**config.mk**
```make
export PLATFORM = sky130hd
export DESIGN_NAME = pipe_hazard_ctrl
export DESIGN_NICKNAME = d
export VERILOG_FILES = /design/src/rtl/asip_ctrl_pkg.sv /design/src/rtl/hazard_scoreboard.sv /design/src/rtl/pipe_hazard_ctrl.sv
export SDC_FILE = /design/constraint.sdc
export NUM_CORES = 1
export LEC_CHECK = 0
export ABC_AREA = 1
export ABC_CLOCK_PERIOD_IN_PS = 7700
export CAP_MARGIN = 25
export CORE_MARGIN = 5
export CORE_UTILIZATION = 50
export CTS_BUF_LIST = sky130_fd_sc_hd__clkbuf_16
export DETAILED_ROUTE_END_ITERATION = 6
export PLACE_DENSITY = 0.75
export SLEW_MARGIN = 0
export SYNTH_ARGS = -nofsm -noshare
export SYNTH_HDL_FRONTEND = slang
export SYNTH_SLANG_ARGS = --single-unit
```
**constraint.sdc**
```tcl
create_clock -name clk -period 7.7 [get_ports clk]
set_input_delay 1.54 -clock clk [delete_from_list [all_inputs] [get_ports clk]]
set_output_delay 1.54 -clock clk [all_outputs]
set_load 0.005 [all_outputs]
```
**src/rtl/asip_ctrl_pkg.sv**
```systemverilog
// Shared types and defaults for the vector ASIP pipeline control blocks.
// Used by hazard_scoreboard and pipe_hazard_ctrl.
package asip_ctrl_pkg;

    localparam int unsigned CntBitsDefault = 2;
    localparam int unsigned BrLatDefault   = 2;

    typedef enum logic [1:0] {
        StRun,
        StBrWait,
        StFlush
    } hz_state_t;

    typedef logic [15:0] stall_cnt_t;

    // Saturating increment for the stall statistics counter.
    function automatic stall_cnt_t stall_cnt_sat_inc(input stall_cnt_t v);
        if (v == '1) begin
            return v;
        end
        return v + 16'd1;
    endfunction

endpackage

```
**src/rtl/hazard_scoreboard.sv**
```systemverilog
// Per-register in-flight write counters with issue/retire update and the
// RAW/WAW hazard compare for the instruction sitting in decode.
module hazard_scoreboard
    import asip_ctrl_pkg::*;
#(
    parameter int unsigned SEL_BITS  = 4,
    parameter int unsigned REG_COUNT = 2 ** SEL_BITS,
    parameter int unsigned CNT_BITS  = CntBitsDefault
) (
    input  logic                clk,
    input  logic                rst,
    input  logic                run_i,
    input  logic                dec_valid_i,
    input  logic [SEL_BITS-1:0] dec_rs1_i,
    input  logic                dec_use1_i,
    input  logic [SEL_BITS-1:0] dec_rs2_i,
    input  logic                dec_use2_i,
    input  logic [SEL_BITS-1:0] dec_rd_i,
    input  logic                dec_regwr_i,
    input  logic                wb_regwr_i,
    input  logic [SEL_BITS-1:0] wb_rd_i,
    output logic                haz_o,
    output logic                issue_o
);

    localparam logic [CNT_BITS-1:0] CntMax = '1;

    logic [CNT_BITS-1:0] pend_q [REG_COUNT];
    logic [CNT_BITS-1:0] pend_d [REG_COUNT];

    logic raw1, raw2, waw_full;
    logic inc_en, dec_en, same_reg;

    always_comb begin
        raw1     = dec_use1_i && (pend_q[dec_rs1_i] != '0);
        raw2     = dec_use2_i && (pend_q[dec_rs2_i] != '0);
        waw_full = dec_regwr_i && (pend_q[dec_rd_i] == CntMax);
        haz_o    = dec_valid_i && run_i && (raw1 || raw2 || waw_full);
        issue_o  = dec_valid_i && run_i && !haz_o;
    end

    always_comb begin
        pend_d   = pend_q;
        inc_en   = issue_o && dec_regwr_i;
        dec_en   = wb_regwr_i && (pend_q[wb_rd_i] != '0);
        same_reg = inc_en && wb_regwr_i && (dec_rd_i == wb_rd_i);
        // A same-register issue and retire cancel out, even on an empty entry.
        if (!same_reg) begin
            if (inc_en) begin
                pend_d[dec_rd_i] = pend_q[dec_rd_i] + CNT_BITS'(1);
            end
            if (dec_en) begin
                pend_d[wb_rd_i] = pend_q[wb_rd_i] - CNT_BITS'(1);
            end
        end
    end

    always_ff @(posedge clk) begin
        if (rst) begin
            for (int i = 0; i < int'(REG_COUNT); i++) begin
                pend_q[i] <= '0;
            end
        end else begin
            pend_q <= pend_d;
        end
    end

endmodule

```
**src/rtl/pipe_hazard_ctrl.sv**
```systemverilog
// Hazard/branch controller: scoreboard stalls, branch freeze and wrong-path flush.
// Optional stall statistics counter enabled by PIPE_HAZARD_STATS_EN.
module pipe_hazard_ctrl
    import asip_ctrl_pkg::*;
#(
    parameter int unsigned SEL_BITS  = 4,
    parameter int unsigned REG_COUNT = 2 ** SEL_BITS,
    parameter int unsigned CNT_BITS  = CntBitsDefault,
    parameter int unsigned BR_LAT    = BrLatDefault
) (
    input  logic                clk,
    input  logic                rst,
    input  logic                dec_valid,
    input  logic [SEL_BITS-1:0] dec_rs1,
    input  logic [SEL_BITS-1:0] dec_rs2,
    input  logic                dec_use1,
    input  logic                dec_use2,
    input  logic [SEL_BITS-1:0] dec_rd,
    input  logic                dec_regwr,
    input  logic                dec_pcwr,
    input  logic                wb_regwr,
    input  logic [SEL_BITS-1:0] wb_rd,
    input  logic                br_taken,
    output logic                stall_f,
    output logic                bubble_de,
    output logic                flush_fd,
    output stall_cnt_t          stall_cycles
);

    localparam int unsigned BrCntW = (BR_LAT > 0) ? $clog2(BR_LAT + 1) : 1;

    hz_state_t         state_q;
    logic [BrCntW-1:0] br_cnt_q;
    logic              run;
    logic              haz;
    logic              issue;

    assign run = (state_q == StRun);

    hazard_scoreboard #(
        .SEL_BITS  (SEL_BITS),
        .REG_COUNT (REG_COUNT),
        .CNT_BITS  (CNT_BITS)
    ) u_scoreboard (
        .clk         (clk),
        .rst         (rst),
        .run_i       (run),
        .dec_valid_i (dec_valid),
        .dec_rs1_i   (dec_rs1),
        .dec_use1_i  (dec_use1),
        .dec_rs2_i   (dec_rs2),
        .dec_use2_i  (dec_use2),
        .dec_rd_i    (dec_rd),
        .dec_regwr_i (dec_regwr),
        .wb_regwr_i  (wb_regwr),
        .wb_rd_i     (wb_rd),
        .haz_o       (haz),
        .issue_o     (issue)
    );

    // br_taken is only meaningful once the down-counter has drained to zero.
    always_ff @(posedge clk) begin
        if (rst) begin
            state_q  <= StRun;
            br_cnt_q <= '0;
        end else begin
            unique case (state_q)
                StRun: begin
                    if (issue && dec_pcwr) begin
                        br_cnt_q <= BrCntW'(BR_LAT);
                        state_q  <= StBrWait;
                    end
                end
                StBrWait: begin
                    if (br_cnt_q == '0) begin
                        state_q <= br_taken ? StFlush : StRun;
                    end else begin
                        br_cnt_q <= br_cnt_q - BrCntW'(1);
                    end
                end
                StFlush: begin
                    state_q <= StRun;
                end
                default: begin
                    state_q <= StRun;
                end
            endcase
        end
    end

    always_comb begin
        stall_f   = 1'b0;
        bubble_de = 1'b0;
        flush_fd  = 1'b0;
        if (!rst) begin
            unique case (state_q)
                StRun: begin
                    stall_f   = haz;
                    bubble_de = haz;
                end
                StBrWait: begin
                    stall_f   = 1'b1;
                    bubble_de = 1'b1;
                end
                StFlush: begin
                    bubble_de = 1'b1;
                    flush_fd  = 1'b1;
                end
                default: begin
                    stall_f   = 1'b0;
                    bubble_de = 1'b0;
                    flush_fd  = 1'b0;
                end
            endcase
        end
    end

`ifdef PIPE_HAZARD_STATS_EN
    stall_cnt_t stall_cnt_q;

    always_ff @(posedge clk) begin
        if (rst) begin
            stall_cnt_q <= '0;
        end else if (bubble_de) begin
            stall_cnt_q <= stall_cnt_sat_inc(stall_cnt_q);
        end
    end

    assign stall_cycles = rst ? '0 : stall_cnt_q;
`else
    assign stall_cycles = '0;
`endif

endmodule
```
==> flow_summary.toml, run 1 <==
[critical_path]
cp.required_ns = 6.16
critical_path_class = "in2out"
cp-end-kind = "primary output"
crit_fanout = 17
timing.rr.end = "u_scoreboard.pend_q[29]"
rr_worst_depth = 19
path_cells = "clkdlybuf4s50_1, inv_2, nor2_1, inv_2, o22ai_1, o21bai_1, nand2_1, nor2_4, buf_4, inv_1, ha_1, nand2_1, nand2_2, o21ai_0, a211oi_1, clkdlybuf4s50_1"
rrSetupSlack_ns = 4.15
cpLargestDelayFamily = "buffers and inverters"
start_kind = "primary input"
r2r_start = "u_scoreboard.pend_q[26]"
slowest_stage = "clkdlybuf4s50_1"
slowest_delay_ns = 0.57
startpoint = "dec_rd[0]"
critical_path_arrival_ns = 4.50
cp_num_buf_inv = 6

[timing]
setup_viol = 0
rsz0062_at_grt = "false"
hold_viol = 0
fmax_mhz = 166
period_needed_ns = 6.04
setup_tns_ns = 0
clock_skew_ns = 0.00890
max_slew_margin_pct = 30.1
tightest_slew_ns = 1.05
post-route-period-util_pct = 78.4
finalMaxSlewViolations = 0

[floorplan]
start_util_pct = 51.1
coreArea_um2 = 7730
ios = 44
die_h_um = 98.9
rows = 32
fp.dieW_um = 98.9
die_area_um2 = 9780

[cells_and_area]
drive_gt1_share_pct = 3.46
fill_cells = 824
final_cells = 824
final_nets = 753
antennaDiodeCount = 0
areaGrowthSynthToFinish_pct = 8.48

[place]
port-buffer-count = 27
dp_hpwl_um = 10900
dp.cells = 816
routabilityCongestion = 1.06

[grt]
grt_antenna_before_repair = 0
grt.overflow.total = 0
grt.total_usage_pct = 29.3
grt_max_degree = 65
grt_pass1_vias = 4550
grt_pass1_wl_um = 23300

[detailed_routing]
route.detailed.drc = 0
wire_per_inst_um = 17.7
first_pass_iters = 6
drtAntennaViolNets = 0
first_iter_violations = 585
wl_um = 14600
dr_total_vias = 4845
via_per_inst = 5.88

[yosys]
synth_area_leader_cell = "nand2_1"
yosys_warnings = 0
avgSynthCellArea_um2 = 5.53
synth_seq_cells = 36
synth-main-ff-cell = "dfxtp_1"
async_flop_share_pct = 0
syn_inst = 715
yosysTopAreaCellShare_pct = 19.0
synth-edff-count = 0
synthTopCellsByArea = "nand2_1 (19%), dfxtp_1 (18%), nor2_1 (8.8%), a21oi_1 (8.5%), inv_1 (8.2%)"
syn-cell-area_um2 = 3950
yosysUniqueCellTypes = 34
ys_seq_area_share_pct = 18.2

[cts]
cts_setup_buffers = 0
clock_tree.root_cell = "clkbuf_16"
cts_resized = 0
h-tree-depth = 2
clk_latency_ns = 0.29
path_clk_slew_ns = 0.06
cts_hold_buf = 0
clock-sinks = 36
cts_tree = "yes"
cts_buffer_depth = 2
cts_made_buffers = 5

[worst_hold_path]
timing.hold.worst_endpoint = "br_cnt_q[1]"
hp-class = "reg2reg"
worstHoldPathCells = 2
hold_start = "br_cnt_q[1]"

[power_and_ir_drop]
vdd_drop_max_mv = 0.121
power_density_nw_per_um2 = 199
leakage_uw = 0.00200

[job]
cap_viol_max_count = 0

[run_status]
outcome = "finished clean"
tightest hold or removal path: stages, from the launching register on:
cell and delay [ns]:
dfxtp_1 0.31, nand2_1 0.06, a21oi_1 0.05
area by class of cell:
| type | instances | area, µm² | share of cell area [%] |
|---|---|---|---|
| inverters | 93 | 359 | 8.37 |
| repair buffers | 30 | 293 | 6.83 |
| clock inverters | 3 | 42.5 | 0.992 |
| flip-flops and latches | 36 | 721 | 16.8 |
| well taps | 102 | 128 | 2.98 |
| clock buffers | 5 | 125 | 2.92 |
| multi-input cells | 555 | 2620 | 61.1 |
kinds of logic after synthesis:
kind of cell / Yosys count / synth area share (%)
AND/OR/NAND/NOR: 386 / 42.0
AO/OA/AOI/OAI: 146 / 20.5
buffers and inverters: 139 / 16.9
flip-flops: 36 / 18.2
adder cells (fa/ha/maj): 7 / 2.22
other: 1 / 0.0949
state kept, by name (all words and copies together), names as in the netlist:
register,cells
u_scoreboard.pend_q,32
br_cnt_q,2
state_q,2
power by group:
part / total, µW / internal, µW / leakage, µW / switching, µW
logic: 376 / 121 / 0.00162 / 255
registers: 236 / 215 / 0.000294 / 21.2
clock network: 241 / 152 / 0.0000798 / 88.7
total: 853 / 488 / 0.00200 / 365
cell usage in the layout (no fill, tap or decap):
cell and n:
a211oi_1 8, a21oi_1 67, a221oi_1 1, a22oi_1 5
buf_4 3, bufinv_16 1, clkbuf_16 5, clkdlybuf4s50_1 27
clkinv_1 1, clkinv_2 1, clkinv_4 2, clkinvlp_4 1
conb_1 16, dfxtp_1 36, ha_1 7, inv_1 86
inv_2 4, nand2_1 200, nand2_2 1, nand3_1 50
nand3_2 1, nand4_1 34, nand4_4 1, nor2_1 93
nor2_2 1, nor2_4 2, nor2_8 1, nor4_1 1
o21ai_0 36, o21ai_1 1, o21bai_1 1, o221ai_1 3
o22ai_1 24, or2_2 1
worst max path at each step:
stage                     end  slack [ns]  depth (start not counted)
floorplan           bubble_de        3.05                         15
global placement    bubble_de        1.74                         14
detailed placement  bubble_de        1.67                         16
CTS                 bubble_de        1.66                         16
global route        bubble_de        1.39                         16
finish              bubble_de        1.66                         16
synth_stat cells, types with 2 or more instances:
library cell  instances
buf_1                 7
o21ai_0              36
ha_1                  7
nand2_1             200
a22oi_1               5
o22ai_1              24
dfxtp_1              36
nor2_1               93
buf_6                 9
o221ai_1              3
buf_4                16
clkinv_4              2
nand4_1              34
a21oi_1              67
clkbuf_1              7
nor2_4                2
nand3_1              50
a211oi_1              8
buf_2                 6
inv_2                 4
inv_1                86
metrics by stage:
stage               area (µm²)  util, %  worst slack (ns)  power [µW]  hold WS, ns
global route              4290     55.5              1.39         910        0.509
global placement          4120     53.3              1.74         596        0.451
finish                    4290     55.5              1.66         853        0.468
detailed placement        4120     53.3              1.67         603        0.457
CTS                       4290     55.5              1.66         842        0.465
floorplan                 4010        -              3.05         502        0.433
metal layers:
layer  track usage [%]  up-vias  share of wire (%)
li1                  -     2329                  -
met1              37.7     2191                 42
met2              45.7      282                 44
met3              9.41       43                 11
met4              11.1        0                3.0
met5                 0        -                  0
Note: power is estimated with default switching activity, not from simulation.
==> inputs of run 2 (changes only) <==
Settings changed: ABC_CLOCK_PERIOD_IN_PS 7700 to 5800.
Clock period 7.7 ns to 5.8 ns, I/O delays scaled along.
==> run 2 against run 1 <==
Net effect:
- the run now ends with design-rule violations left
- sequential share of layout area about the same
- design area decreased by 0.29%
- hold slack lost 0.0057 ns
- via count is 0.60% higher
- clock power grew 5%
- cell count increased by 0.24%
- sequential power up 33%
- sequential cell count is the same
- critical path depth down 1
- total power rose by 25%
==> flow_summary.toml, run 2 (synthesis results as in run 1) <==
[timing]
rsz0062_at_grt = "false"
tightest_slew_ns = 0.947
setup_viol = 0
period_needed_ns = 5.34
post-route-period-util_pct = 92.0
clock_skew_ns = 0.00299
finalMaxSlewViolations = 0
max_slew_margin_pct = 36.4
setup_tns_ns = 0
hold_viol = 0
fmax_mhz = 187

[power_and_ir_drop]
power_switching_uw = 465
clockPowerShare_pct = 23.6
combPwrFrac_pct = 47.0
switching_share_pct = 43.6
vdd_drop_max_mv = 0.189
p_int_uw = 602
leakage_uw = 0.00200
power_density_nw_per_um2 = 250
pwr-share-seq_pct = 29.4

[detailed_routing]
wire_per_inst_um = 17.5
first_pass_iters = 7
dr_total_vias = 4874
via_per_inst = 5.90
wl_um = 14400
drtAntennaViolNets = 0
first_iter_violations = 572
route.detailed.drc = 13

[cts]
clk_latency_ns = 0.28
cts_made_buffers = 5
clock_tree.root_cell = "clkbuf_16"
cts_tree = "yes"
cts_setup_buffers = 0
clock-sinks = 36
cts_buffer_depth = 2
h-tree-depth = 2
cts_resized = 0
path_clk_slew_ns = 0.05
cts_hold_buf = 0

[grt]
grt_max_degree = 65
grt_pass1_wl_um = 22800
grt_pass1_vias = 4316
grt.total_usage_pct = 29.1
grt.overflow.total = 0
grt_antenna_before_repair = 0

[cells_and_area]
reg.largest.list = "u_scoreboard.pend_q: 32 flops, br_cnt_q: 2 flops, state_q: 2 flops"
final_cells = 826
design_area_um2 = 4280
mostFrequentLayoutCell = "nand2_1"
areaGrowthSynthToFinish_pct = 8.17
drive_gt1_share_pct = 3.45
antennaDiodeCount = 0
regMostFlops = "u_scoreboard.pend_q"
fill_cells = 800
final_nets = 756
largest_register_ffs = 32
layout_common_cells = "nand2_1 (200), nor2_1 (93), inv_1 (86), a21oi_1 (67), nand3_1 (50)"

[place]
port-buffer-count = 27
placed_cell_area_um2 = 4140
dp.cells = 819
routabilityCongestion = 1.04
dp_hpwl_um = 10700

[critical_path]
rrSetupSlack_ns = 2.52
start_kind = "primary input"
critical_path_class = "in2out"
crit_fanout = 17
cp.required_ns = 4.64
cp-end-kind = "primary output"
critical_path_arrival_ns = 4.18

[floorplan]
rows = 32
die_area_um2 = 9780
ios = 44
die_h_um = 98.9
start_util_pct = 51.1
coreArea_um2 = 7730
fp.dieW_um = 98.9

[worst_hold_path]
hp-class = "reg2reg"

[run_status]
violations = "design-rule violations"
outcome = "finished with violations"

[job]
cap_viol_max_count = 0
-- run 2: critical path, cell delays in order --
cell and delay [ns]:
clkdlybuf4s50_1 0.52, nand2_1 0.39, nor2_1 0.08, a21oi_1 0.12, nand2_1 0.07, nand2_1 0.06
nand2_1 0.08, nor2_4 0.40, inv_1 0.09, ha_1 0.21, nand2_1 0.07, nand2_2 0.10
o21ai_0 0.25, a211oi_1 0.11, clkdlybuf4s50_1 0.45
-- run 2: final timing paths --
check | from | to | depth (start not counted)
min reg2reg | br_cnt_q[1] | br_cnt_q[1] | 2
min | br_cnt_q[1] | br_cnt_q[1] | 2
max | dec_rd[0] | bubble_de | 15
max reg2reg | u_scoreboard.pend_q[0] | u_scoreboard.pend_q[8] | 17
-- run 2: stage by stage --
stage | power, µW | hold slack [ns] | util (%) | worst slack, ns
floorplan | 666 | 0.433 | - | 1.91
global placement | 792 | 0.451 | 53.6 | 0.569
detailed placement | 804 | 0.458 | 53.6 | 0.540
CTS | 1060 | 0.465 | 55.3 | 0.526
global route | 1140 | 0.502 | 55.3 | 0.242
finish | 1070 | 0.462 | 55.3 | 0.464
-- run 2: power groups by stage --
stage / clock network, µW / registers (µW) / logic (µW)
2_1_floorplan: 0 / 308 / 358
3_3_place_gp: 0 / 315 / 477
3_5_place_dp: 0 / 317 / 487
4_1_cts: 255 / 312 / 489
5_1_grt: 272 / 318 / 553
6_report: 252 / 313 / 502
-- run 2: metal layers --
layer	wire [µm]	up-vias	global-route usage, %	part of all wire (%)
li1	-	2339	-	-
met1	6000	2199	40.3	42
met2	6480	287	44.8	45
met3	1470	49	5.17	10
met4	474	0	10.9	3.3
met5	0	-	0	0
-- run 2: area by class of cell --
cell class / count / area (µm²) / share of cell area [%]
Multi-Input combinational cell: 555 / 2620 / 61.3
Sequential cell: 36 / 721 / 16.9
Inverter: 93 / 359 / 8.40
Timing Repair Buffer: 33 / 315 / 7.37
Tap cell: 102 / 128 / 2.99
Clock buffer: 5 / 125 / 2.93
Clock inverter: 2 / 7.51 / 0.176
==> inputs of run 3 (changes only) <==
Settings changed: CTS_CLUSTER_SIZE set to 10.
==> results of run 3 <==
No change in the layout: final DEF, timing and power equal those of run 2.
==> variant 1, RTL diff (flow settings as in run 2) <==
Add a define of `PIPE_HAZARD_STATS_EN`.
--- a/src/rtl/pipe_hazard_ctrl.sv
+++ b/src/rtl/pipe_hazard_ctrl.sv
@@ -1,4 +1,6 @@
 // Hazard/branch controller: scoreboard stalls, branch freeze and wrong-path flush.
 // Optional stall statistics counter enabled by PIPE_HAZARD_STATS_EN.
+`define PIPE_HAZARD_STATS_EN
+
 module pipe_hazard_ctrl
     import asip_ctrl_pkg::*;
Behaviour: not the same (Yosys sat finds a counterexample within 4 cycles, from zero or initial values and one cycle with rst high).
==> variant 1 against run 2 <==
- critical path depth unchanged
- combinational power grew 1%
- setup slack better by 0.16 ns
- die area grew 18%
- sequential cell count grew 16
- final area up 25%
- synthesized area up 20%
- power increased by 17%
- routed wire length grew 12%
==> variant 1: results (changes against run 2) <==
minimum clock period=5.18 ns (-0.161 ns); met1 Use GR=41.0% (+0.72 points); synth unique cells=35 (+2.9%); reported leakage power=2.31 nW (+16%); amount of wire on met2 after detailed routing=6.90 mm (+6.6%); Worst R2R End=u_scoreboard.pend_q[17]$_SDFFE_PP0N_; run status=finished clean; Final Wtd Congestion=0.978 (-6.2%); leading registers by flop count=u_scoreboard.pend_q x32, stall_cnt_q x16; total routed wire length on the met1 layer=7.64 mm (+27%); cell total after placement=974 (+19%); global routing usage on met3=4.38% (-0.79 points); global-route wire length before repair=26.5 mm (+16%); Clock Skew=0.0100 ns (+0.00701 ns); via count of the first global-routing pass=5,234 (+21%); largest fanout on the critical path=8 (-9); Pre-antenna DRT Iters=5 (-2); DR vias/cell=5.63 (-4.6%); final layout net count=885 (+17%); worst reg2reg path startpoint=u_scoreboard.pend_q[24]$_SDFFE_PP0N_; clock input transition at the sequential cells of the worst setup and hold paths=0.07 ns (+0.02 ns); Detail Route met3 WL=1.29 mm (-12%); number of cells in the finished layout apart from fillers=982 (+19%); transition at the pin with the smallest max-transition slack=0.858 ns (-0.0898 ns); Setup Slack @ Placement=0.665 ns (+0.125 ns); final routed wire length divided by cell count=16.5 um (-5.6%); iteration-0 DRC count of the detailed router=434 (-24%); met2 Usage GRT=44.1% (-0.78 points); crit path DAT=4.02 ns (-0.16 ns); clock latency of the later-clocked register in the worst-skew pair=0.30 ns (+0.02 ns); top cell types by occurrence after synthesis=230 x nand2_1, 133 x nor2_1, 102 x inv_1; Synth area leaders=dfxtp_1 22%, nand2_1 18%, nor2_1 11%; ratio of cells with drive above 1 in the final layout=3.52% (+0.064 points); part of the Yosys area used for sequential elements=22.0% (+3.7 points)
[variant 1: worst max path at each step]
| stage | endpoint | cells after the start |
|---|---|---|
| after floorplan | bubble_de | 16 |
| after global placement | bubble_de | 15 |
| after detailed placement | bubble_de | 15 |
| after CTS | bubble_de | 15 |
| after global routing | bubble_de | 15 |
| final | bubble_de | 15 |
[variant 1: cells by family after synthesis]
logic type      synth area share [%]
xor+xnor                        2.22
fa+ha+maj                       2.11
compound gates                  20.8
buf+inv                         12.1
flops                           22.0
simple gates                    40.8
[variant 1: per-stage QoR]
step / total power, mW / hold WS [ns] / instance area [um^2]
after global routing: 1.34 / 0.490 / 5350
final: 1.25 / 0.470 / 5350
after global placement: 0.928 / 0.450 / 5210
after floorplan: 0.787 / 0.440 / 4740
after detailed placement: 0.939 / 0.460 / 5210
after CTS: 1.25 / 0.471 / 5350
[variant 1: cell type report]
type / count / area [um^2]
Fill cell: 966 / 3890
Multi-Input combinational cell: 636 / 3120
Sequential cell: 52 / 1040
Timing Repair Buffer: 48 / 468
Inverter: 109 / 414
Tap cell: 129 / 161
Clock buffer: 5 / 125
Clock inverter: 3 / 17.5
[variant 1: worst register-to-register path, stage by stage (launching register included)]
cell and delay (ns):
dfxtp_1 0.32, inv_1 0.19, nor2_1 0.09, a21oi_1 0.12, nand2_1 0.06, nand2_1 0.07, nand2_1 0.08, nor2_4 0.11
inv_1 0.06, ha_1 0.20, nand2_1 0.11, nand2_2 0.11, nor2_8 0.18, nand3_2 0.67, o21bai_1 0.41, nand2_1 0.08
nand2_1 0.09, nor2_1 0.05
[variant 1: power breakdown]
part           leakage (nW)  switching [mW]  internal (mW)
sequential            0.424          0.0353          0.398
clock                0.0754           0.148          0.160
combinational          1.81           0.339          0.170
total                  2.31           0.522          0.728
==> variant 2, RTL diff (settings of run 2) <==
Without the edit above. Re-encode `hz_state_t` (3 states) as one-hot, 3 bits wide.
--- a/src/rtl/asip_ctrl_pkg.sv
+++ b/src/rtl/asip_ctrl_pkg.sv
@@ -6,8 +6,8 @@
     localparam int unsigned BrLatDefault   = 2;
 
-    typedef enum logic [1:0] {
-        StRun,
-        StBrWait,
-        StFlush
+    typedef enum logic [2:0] {
+        StRun    = 3'b001,
+        StBrWait = 3'b010,
+        StFlush  = 3'b100
     } hz_state_t;
 
Check against the original RTL: same outputs for any inputs over 4 cycles, from zero or initial values and one cycle with rst high; so few cycles prove little.
==> variant 2 against run 2 <==
- first-iteration DRC count decreased by 19%
- sequential cell count up 1
- critical path depth shrank 2
- worst hold slack better by 0.023 ns
- die area is 0.57% lower
- synthesized area shrank 0.63%
- sequential power decreased by 6.4%
- utilization up 0.52 points
- final area grew 0.41%
- routed wire length shrank 0.26%
- power down 10%
- clock skew rose by 0.0052 ns
- setup slack improved by 0.14 ns
==> variant 2: results (changes against run 2) <==
Non-clock buffers, area share=7.81% (+0.44 points); Routed WL=14.4 mm (-0.26%); reported leakage power=2.01 nW (+0.47%); part of the Yosys area used for sequential elements=18.9% (+0.63 points); multi-input gate share of total cell area=59.9% (-1.4 points); synth unique cells=38 (+12%); DR vias/cell=5.77 (-2.2%); clock input transition at the sequential cells of the worst setup and hold paths=0.07 ns (+0.02 ns); top cell types by occurrence after synthesis=199 x nand2_1, 101 x nor2_1, 85 x inv_1; global-route wire length before repair=22.6 mm (-0.97%); ratio of cells with drive above 1 in the final layout=3.87% (+0.41 points); GRT Overall Usage=29.1% (+0.071 points); layout sequential cell count=37 (+2.8%); final routed wire length divided by cell count=17.4 um (-0.26%); largest fanout on the critical path=8 (-9); fraction of area in registers=17.3% (+0.40 points); Inverters excl. clock=91 (-2.2%); iteration-0 DRC count of the detailed router=464 (-19%); crit path DAT=4.04 ns (-0.14 ns); met2 Usage GRT=47.0% (+2.1 points); run status=finished clean; global routing usage on met3=5.38% (+0.21 points); R2R Setup Slk=2.76 ns (+0.24 ns); instance count of the mapped netlist=716 (+0.14%); met1 Use GR=38.6% (-1.7 points); Pre-antenna DRT Iters=5 (-2); final layout net count=751 (-0.66%); clock network area share=3.93% (+0.83 points); detailed placement HPWL=10.5 mm (-1.7%); Final Wtd Congestion=0.993 (-4.7%); via count of the first global-routing pass=4,325 (+0.21%)
==> variant 2: worst max-delay path: stages <==
cell	delay [ns]
clkdlybuf4s50_1	0.59
nor2_1	0.15
inv_1	0.27
o22ai_1	0.11
o21ai_0	0.23
nand4_1	0.12
ha_1	0.21
nand2_1	0.07
nand2_2	0.10
o21ai_0	0.18
a21oi_1	0.10
or2_2	0.28
clkdlybuf4s50_1	0.46
==> variant 2: report_power, final <==
group	leakage (nW)	total (mW)	switching, mW	internal (mW)
registers	0.302	0.293	0.0168	0.277
logic	1.62	0.336	0.228	0.108
clock network	0.0842	0.330	0.126	0.204
==> variant 2: worst paths after layout <==
check	from	end	cells after the start
max	dec_rd[0]	bubble_de	13
min	u_scoreboard.pend_q[31]$_SDFFE_PP0N_	u_scoreboard.pend_q[31]$_SDFFE_PP0N_	2
max reg2reg	u_scoreboard.pend_q[16]$_SDFFE_PP0N_	u_scoreboard.pend_q[5]$_SDFFE_PP0N_	16
min reg2reg	u_scoreboard.pend_q[31]$_SDFFE_PP0N_	u_scoreboard.pend_q[31]$_SDFFE_PP0N_	2
==> variant 2: per-layer routing <==
layer | share of wire, % | wire length (um)
met1 | 42 | 6040
met4 | 3.0 | 430
met2 | 45 | 6450
met3 | 10 | 1470
met5 | 0 | 0
==> variant 2: cells by family after synthesis <==
| family | share of synthesized area [%] |
|---|---|
| simple gates | 43.6 |
| flops | 18.9 |
| fa+ha+maj | 0.956 |
| other cells | 0.0955 |
| buf+inv | 17.1 |
| xor+xnor | 0.223 |
| compound gates | 19.1 |
==> variant 2: per-stage QoR <==
stage	area (um^2)	setup WS, ns	hold WS [ns]
after detailed placement	4100	0.648	0.472
final	4290	0.604	0.485
after CTS	4270	0.634	0.488
after global routing	4290	0.296	0.502
after floorplan	3980	1.60	0.452
after global placement	4100	0.669	0.464
